## config.mk

```make
export PLATFORM = sky130hd
export DESIGN_NAME = wb_multi_arbiter
export DESIGN_NICKNAME = d
export VERILOG_FILES = /design/src/rtl/wb_multi_arbiter.sv
export SDC_FILE = /design/constraint.sdc
export NUM_CORES = 1
export LEC_CHECK = 0
export CELL_PAD_IN_SITES_DETAIL_PLACEMENT = 1
export CELL_PAD_IN_SITES_GLOBAL_PLACEMENT = 2
export CORE_ASPECT_RATIO = 1.5
export CORE_MARGIN = 1
export CORE_UTILIZATION = 24
export CTS_CLUSTER_SIZE = 8
export DETAILED_ROUTE_END_ITERATION = 8
export PLACE_DENSITY_LB_ADDON = 0.2
export SLEW_MARGIN = 30
export SYNTH_ARGS = -nofsm -noshare
export SYNTH_HDL_FRONTEND = slang
export SYNTH_SLANG_ARGS = --single-unit
```

## constraint.sdc

```tcl
create_clock -name clk -period 2.6 [get_ports clk]
set_input_delay 0.65 -clock clk [delete_from_list [all_inputs] [get_ports clk]]
set_output_delay 0.65 -clock clk [all_outputs]
set_load 0.01 [all_outputs]
```

## src/rtl/wb_multi_arbiter.sv

```systemverilog
// Wishbone multi-master arbiter: one transaction at a time, round-robin or fixed
// priority grant, bus timeout with forced error and per-master cancel (flush).
module wb_multi_arbiter #(
    parameter int  NUM_MASTERS = 2,
    parameter int  ADDR_WIDTH  = 32,
    parameter int  DATA_WIDTH  = 32,
    parameter int  RR_MODE     = 1,
    parameter int  TIMEOUT     = 255,
    localparam int SEL_WIDTH   = DATA_WIDTH / 8
) (
    input  logic                              clk,
    input  logic                              rst,
    input  logic [NUM_MASTERS-1:0]            m_req,
    input  logic [NUM_MASTERS-1:0]            m_we,
    input  logic [NUM_MASTERS*ADDR_WIDTH-1:0] m_addr,
    input  logic [NUM_MASTERS*DATA_WIDTH-1:0] m_wdata,
    input  logic [NUM_MASTERS*SEL_WIDTH-1:0]  m_sel,
    input  logic [NUM_MASTERS-1:0]            m_flush,
    output logic [NUM_MASTERS*DATA_WIDTH-1:0] m_rdata,
    output logic [NUM_MASTERS-1:0]            m_ack,
    output logic [NUM_MASTERS-1:0]            m_err,
    output logic [NUM_MASTERS-1:0]            m_stall,
    output logic                              wb_cyc_o,
    output logic                              wb_stb_o,
    output logic                              wb_we_o,
    output logic [ADDR_WIDTH-1:0]             wb_adr_o,
    output logic [DATA_WIDTH-1:0]             wb_dat_o,
    output logic [SEL_WIDTH-1:0]              wb_sel_o,
    input  logic [DATA_WIDTH-1:0]             wb_dat_i,
    input  logic                              wb_ack_i,
    input  logic                              wb_err_i
);
    localparam int GW = $clog2(NUM_MASTERS);
    localparam int CW = $clog2(TIMEOUT + 1);

    typedef enum logic [1:0] {ST_IDLE, ST_BUS, ST_DONE} state_t;

    state_t          state, state_nxt;
    logic [GW-1:0]   grant, sel_idx, rr_ptr;
    logic [CW-1:0]   tmo_cnt;
    logic            cancel, cancel_now;
    logic            any_req, tmo_hit, bus_err, bus_exit;
    int              start;

    function automatic logic [GW-1:0] wrap_idx(input int base, input int off);
        int sum;
        sum = base + off;
        if (sum >= NUM_MASTERS) sum = sum - NUM_MASTERS;
        return GW'(sum);
    endfunction

    // Search begins at rr_ptr in round-robin mode, at master 0 otherwise.
    always_comb begin
        start   = (RR_MODE != 0) ? int'(rr_ptr) : 0;
        sel_idx = '0;
        any_req = 1'b0;
        for (int off = 0; off < NUM_MASTERS; off++) begin
            if (!any_req && m_req[wrap_idx(start, off)]) begin
                sel_idx = wrap_idx(start, off);
                any_req = 1'b1;
            end
        end
    end

    // An ack arriving in the last allowed cycle still counts as a normal completion.
    assign tmo_hit    = (tmo_cnt == CW'(TIMEOUT - 1));
    assign bus_err    = wb_err_i | (tmo_hit & ~wb_ack_i);
    assign bus_exit   = wb_ack_i | bus_err;
    assign cancel_now = cancel | m_flush[grant];

    assign wb_cyc_o = (state == ST_BUS);
    assign wb_stb_o = (state == ST_BUS);
    assign m_stall  = m_req & ~m_ack;

    always_ff @(posedge clk) begin
        if (rst) state <= ST_IDLE;
        else     state <= state_nxt;
    end

    always_comb begin
        // NOTE: default assigned first so every path drives state_nxt and no latch is inferred.
        state_nxt = state;
        case (state)
            ST_IDLE: if (any_req)  state_nxt = ST_BUS;
            ST_BUS:  if (bus_exit) state_nxt = ST_DONE;
            ST_DONE: state_nxt = ST_IDLE;
            default: state_nxt = ST_IDLE;
        endcase
    end

    // NOTE: sequential state uses non-blocking assignments so all registers update together.
    always_ff @(posedge clk) begin
        if (rst) begin
            grant    <= '0;
            rr_ptr   <= '0;
            tmo_cnt  <= '0;
            cancel   <= 1'b0;
            m_ack    <= '0;
            m_err    <= '0;
            m_rdata  <= '0;
            wb_we_o  <= 1'b0;
            wb_adr_o <= '0;
            wb_dat_o <= '0;
            wb_sel_o <= '0;
        end else begin
            m_ack <= '0;
            m_err <= '0;
            case (state)
                ST_IDLE: begin
                    cancel <= 1'b0;
                    if (any_req) begin
                        grant    <= sel_idx;
                        tmo_cnt  <= '0;
                        cancel   <= m_flush[sel_idx];
                        wb_we_o  <= m_we[sel_idx];
                        wb_adr_o <= m_addr[sel_idx*ADDR_WIDTH +: ADDR_WIDTH];
                        wb_dat_o <= m_wdata[sel_idx*DATA_WIDTH +: DATA_WIDTH];
                        wb_sel_o <= m_sel[sel_idx*SEL_WIDTH +: SEL_WIDTH];
                    end
                end
                ST_BUS: begin
                    if (tmo_cnt != CW'(TIMEOUT)) tmo_cnt <= tmo_cnt + 1'b1;
                    cancel <= cancel_now;
                    if (bus_exit) begin
                        rr_ptr <= (int'(grant) == NUM_MASTERS - 1) ? '0 : grant + 1'b1;
                        // A cancelled transaction finishes on the bus but stays invisible to its master.
                        if (!cancel_now) begin
                            m_ack[grant] <= 1'b1;
                            m_err[grant] <= bus_err;
                            m_rdata[grant*DATA_WIDTH +: DATA_WIDTH] <= bus_err ? '0 : wb_dat_i;
                        end
                    end
                end
                default: ;
            endcase
        end
    end
endmodule

```

==> flow_summary_export.csv, run 1 <==
group,metric,value,unit
routing,drt_iter0_drc,130,
logic_synthesis,synth_top_area_share,0.518,
floorplanning,die_area,24800,um^2
global_routing,grt_pass1_wl,32600,um
cells_and_area,syn_to_final_growth,72.8,%
cells_and_area,fillers,2619,
routing,drc,0,
floorplanning,start_util,0.245,
routing,routed-via-count,5519,
worst_hold_path,hp-class,"reg -> reg",
worst_setup_path,r2r-start,"tmo_cnt[6]",
clock_network,clock_sinks,150,
global_routing,use_met2,0.326,
routing,wl,21200,um
timing,finalClockSkew,6.48,ps
worst_setup_path,crit_arrival,1850,ps
global_routing,antenna_found_initial,0,
timing,max_freq,400,MHz
routing,vias_per_cell,4.64,
timing,setup-tns-final,0,ps
floorplanning,coreArea,23700,um^2
floorplanning,die_x,129,um
logic_synthesis,synth_nets,724,
clock_network,clock-root-buffer,"clkbuf_16",
logic_synthesis,synth_area_leaders,"dfxtp_1 52%, mux2i_1 12%, a22o_1 9.7%, a211oi_1 9.3%, nor2_1 5.1%",
logic_synthesis,synth_commonest_cells,"150 x dfxtp_1, 78 x nor2_1, 72 x a211oi_1",
global_routing,grt.busiest_layer,"met2",
cells_and_area,multi_input_comb_area,2550,um^2
global_routing,grt.overflow.total,0,
logic_synthesis,synth_warnings,0,
placed_design,routabilityCongestion,0.792,
worst_setup_path,required,1950,ps
floorplanning,rows,69,
power_and_ir_drop,power_density,613,nW/um^2
placed_design,numPortBuffers,318,
global_routing,grt_pass1_vias,5985,
cells_and_area,fin_nets,1041,
logic_synthesis,yosys.area.top_type,"dfxtp_1",
logic_synthesis,yosysSeqAreaShare,0.518,
routing,drtAntennaViolNets,0,
timing,fin_crit_sh,0.962,
logic_synthesis,yosysUniqueCellTypes,44,
logic_synthesis,synthArstFlopShare,0,
timing,hold_viol,0,
worst_setup_path,cp_max_fo,13,
global_routing,track_usage,0.174,
clock_network,cts_buffers,17,
timing,fin_crit,2500,ps
cells_and_area,register_area,3000,um^2
logic_synthesis,synth_flop_cell,"dfxtp_1",
floorplanning,die_h,192,um
timing,slew_violations,0,
run_status,run_status,"finished, final reports clean",
routing,wl_per_cell,17.8,um
power_and_ir_drop,power_leakage,3.98,nW
logic_synthesis,synthCells,544,
worst_setup_path,cp-end-kind,"output pin",
global_routing,grt_max_degree,60,
global_routing,use_met1,0.173,
clock_network,cts_hold_buf,0,
timing,max_slew.worst_pin.slew,749,ps
logic_synthesis,ys_ff_latch,150,
worst_setup_path,crit_path_start_kind,"flip-flop",
logic_synthesis,syn-cell-area,5790,um^2
timing,rsz0062_at_grt,"false",
cells_and_area,layout-drive-gt1-share,0.0782,
timing,timing.slew.headroom,0.501,
logic_synthesis,synthMostInstantiatedCell,"dfxtp_1",
clock_network,htree_levels,4,
routing,first_pass_iters,4,
clock_network,cts_setup_buffers,0,
timing,setup_viol,0,
cells_and_area,antenna_cells,0,
floorplanning,ios,319,
power_and_ir_drop,peakVddDrop,447,uV
run,cap_violations,0,
worst_setup_path,criticalPathCategory,"reg -> out",
logic_synthesis,synth_edf_count,0,
clock_network,max-clock-path-buffers,2,
worst_setup_path,rrSetupSlack,590,ps
worst_hold_path,hp-start,"m_rdata[29]",
clock_network,cts-resized-gates,0,
clock_network,clock_latency,420,ps
placed_design,dp_hpwl,16500,um
logic_synthesis,syn_area_per_cell,10.7,um^2
cells_and_area,final_core_util,0.423,
worst_setup_path,crit_start,"state[1]",
global_routing,grt_use_met3,0.0657,
clock_network,cts.clk_slew.worst_paths,60,ps
clock_network,cts_tree,"yes",
flip-flops by register name, indices dropped and copies added (netlist names):
signal / count
state: 2
m_ack: 2
wb_adr_o: 32
cancel: 1
grant: 1
rr_ptr: 1
wb_sel_o: 4
m_err: 2
wb_we_o: 1
m_rdata: 64
tmo_cnt: 8
wb_dat_o: 32
where the power goes:
| group | internal, W | switching, W |
|---|---|---|
| logic | 0.000697 | 0.000530 |
| clock network | 0.00144 | 0.000938 |
| registers | 0.00245 | 0.0000871 |
cell families after synthesis:
group | after synthesis | synth area share
mux | 71 | 0.123
fa+ha+maj | 2 | 0.00432
simple gates | 107 | 0.0859
flops | 150 | 0.518
buf+inv | 54 | 0.0458
compound gates | 159 | 0.222
xor+xnor | 1 | 0.00151
final timing paths:
kind / endpoint / cells after the start
worst max register to register: m_rdata[4] / 4
worst max-delay path: wb_stb_o / 3
worst min-delay path: m_rdata[29] / 1
worst min register to register: m_rdata[29] / 1
metrics by stage:
step                total power (W)  area [um^2]  setup slack (ps)  std cells  hold WS (ps)
floorplan                   0.00306         5790               775        544           447
global placement            0.00380         9450               120       1161           455
detailed placement          0.00383         9450              35.6       1161           456
CTS                         0.00625        10000              76.3       1189           476
global route                0.00644        10000              29.7       1189           486
finish                      0.00614        10000              99.9       1189           472
cells in the final DEF (no fill, tap or decap), types with 3 or more instances in the layout:
master	instances
buf_4	22
nand2_1	4
a211oi_1	72
a21oi_1	5
a22o_1	64
nor3_1	4
dfxtp_1	150
inv_1	4
clkbuf_16	17
nand2b_1	3
and3_1	3
nor2_1	78
clkdlybuf4s50_1	317
buf_12	7
mux2i_1	71
critical path: stages, from the launching register on:
cell and delay, ps:
dfxtp_1 340, nand2b_1 220, inv_2 260, clkdlybuf4s50_1 620
layer usage:
metal / share of wire / wire, um
met1: 0.37 / 7870
met2: 0.53 / 11200
met3: 0.088 / 1870
met4: 0.015 / 323
met5: 0 / 0
area by class of cell:
| type | count | share of cell area |
|---|---|---|
| clock inverters | 8 | 0.0102 |
| inverters | 5 | 0.00187 |
| flip-flops and latches | 150 | 0.300 |
| repair buffers | 347 | 0.348 |
| clock buffers | 20 | 0.0456 |
| well taps | 319 | 0.0399 |
| multi-input cells | 340 | 0.255 |
(Power assumes the default switching activity.)
==> inputs of run 2 (changes only) <==
HOLD_SLACK_MARGIN = 0.12   (was not set)
==> results of run 2 <==
No change in the layout: final DEF, timing and power equal those of run 1.
==> inputs of run 3 (changes only) <==
CORE_ASPECT_RATIO = 1.4   (was 1.5)
==> run 3 against run 2 <==
Die area about the same. Design area up 0.84%. Utilization up 0.72 points. Setup slack worse by 9.2 ps. Via count up 0.25%. Critical path depth unchanged. Clock power up 8%. Highest routed layer unchanged.
==> flow_summary_export.csv, run 3 (synthesis results as in run 1) <==
group,metric,value,unit
cells_and_area,largest_register_ffs,64,
timing,fin_crit,2510,ps
routing,first_pass_iters,4,
placed_design,numPortBuffers,318,
power_and_ir_drop,p_int,0.00471,W
cells_and_area,layout_common_cells,"317 x clkdlybuf4s50_1, 150 x dfxtp_1, 78 x nor2_1, 72 x a211oi_1, 71 x mux2i_1",
global_routing,grt_pass1_wl,32200,um
power_and_ir_drop,power,0.00636,W
placed_design,dp_hpwl,16100,um
timing,setup-tns-final,0,ps
timing,setup_viol,0,
cells_and_area,final_core_util,0.431,
power_and_ir_drop,combPwrFrac,0.196,
floorplanning,die_x,133,um
clock_network,clock-root-buffer,"clkbuf_16",
power_and_ir_drop,power_density,630,nW/um^2
worst_setup_path,cp_max_fo,13,
cells_and_area,layout-drive-gt1-share,0.0782,
floorplanning,coreArea,23500,um^2
timing,fin_crit_sh,0.965,
cells_and_area,antenna_cells,0,
worst_setup_path,cp-end-kind,"output pin",
placed_design,routabilityCongestion,0.791,
power_and_ir_drop,peakVddDrop,468,uV
floorplanning,start_util,0.247,
routing,wl_per_cell,18.0,um
timing,max_freq,399,MHz
clock_network,cts_tree,"yes",
power_and_ir_drop,power_leakage,4.02,nW
cells_and_area,reg.largest.list,"m_rdata x64, wb_adr_o x32, wb_dat_o x32",
placed_design,dpl.cell_count,1144,
timing,rsz0062_at_grt,"false",
clock_network,htree_levels,4,
placed_design,place_area,9480,um^2
worst_setup_path,crit_arrival,1860,ps
worst_setup_path,criticalPathCategory,"reg -> out",
run,cap_violations,0,
timing,timing.slew.headroom,0.504,
timing,slew_violations,0,
timing,finalClockSkew,6.73,ps
cells_and_area,syn_to_final_growth,74.3,%
power_and_ir_drop,seq_power_share,0.399,
routing,drtAntennaViolNets,0,
global_routing,grt_max_degree,59,
cells_and_area,fin_nets,1037,
cells_and_area,design_area,10100,um^2
timing,hold_viol,0,
timing,max_slew.worst_pin.slew,743,ps
worst_setup_path,required,1950,ps
clock_network,cts-resized-gates,0,
floorplanning,ios,319,
cells_and_area,fin_cells,1176,
cells_and_area,regMostFlops,"m_rdata",
routing,wl,21100,um
clock_network,clock_latency,430,ps
power_and_ir_drop,p_sw_frac,0.260,
routing,vias_per_cell,4.70,
power_and_ir_drop,power_switching,0.00165,W
routing,routed-via-count,5533,
worst_hold_path,hp-class,"reg -> reg",
clock_network,cts.clk_slew.worst_paths,60,ps
global_routing,grt.overflow.total,0,
clock_network,max-clock-path-buffers,2,
clock_network,cts_setup_buffers,0,
routing,drt_iter0_drc,170,
clock_network,clock_sinks,150,
global_routing,grt_pass1_vias,5926,
floorplanning,die_h,186,um
run_status,run_status,"finished, final reports clean",
cells_and_area,layout_commonest_cell,"clkdlybuf4s50_1",
clock_network,cts_buffers,17,
worst_setup_path,crit_path_start_kind,"flip-flop",
floorplanning,die_area,24800,um^2
global_routing,antenna_found_initial,0,
routing,drc,0,
power_and_ir_drop,clkPwrFrac,0.405,
clock_network,cts_hold_buf,0,
global_routing,track_usage,0.170,
floorplanning,rows,66,
run 3: changes by cell type in the layout (fill, tap and decap cells not counted), sizes merged:
cell and delta:
buf -4, inv +2, bufinv +1, clkinv +2, clkbuf -1
run 3: cell type report:
class | instances | area, um^2
Sequential cell | 150 | 3000
Clock inverter | 13 | 171
Timing Repair Buffer | 343 | 3530
Clock buffer | 19 | 443
Fill cell | 2531 | 13400
Inverter | 5 | 18.8
Multi-Input combinational cell | 340 | 2550
Tap cell | 306 | 383
run 3: path summary, 6_finish.rpt:
path	startpoint	end	slack, ps	cells after the start
setup reg to reg	tmo_cnt[6]	m_rdata[18]	640	4
setup / recovery	state[1]	wb_stb_o	90	3
hold / removal	m_rdata[33]	m_rdata[33]	480	1
hold reg to reg	m_rdata[33]	m_rdata[33]	480	1
run 3: through the flow:
step	setup WS, ps	hold slack [ps]
detailed placement	55.3	458
global placement	120	455
finish	90.7	476
floorplan	775	447
global route	3.36	495
CTS	63.1	478
run 3: critical path: stages (launching register included):
cell	delay, ps
dfxtp_1	340
nand2b_1	220
inv_2	250
clkdlybuf4s50_1	620
run 3: metal layers:
metal  wire length (um)  global-route usage
met1               8030               0.175
met2              10900               0.310
met3               1780              0.0635
met4                432              0.0668
met5                  0                   0
run 3: power by group through the flow:
stage	combinational, W	sequential [W]	clock (W)
after global routing	0.00134	0.00255	0.00276
after detailed placement	0.00126	0.00258	0
final	0.00125	0.00254	0.00258
after global placement	0.00124	0.00258	0
after floorplan	0.000426	0.00264	0
after CTS	0.00127	0.00254	0.00266
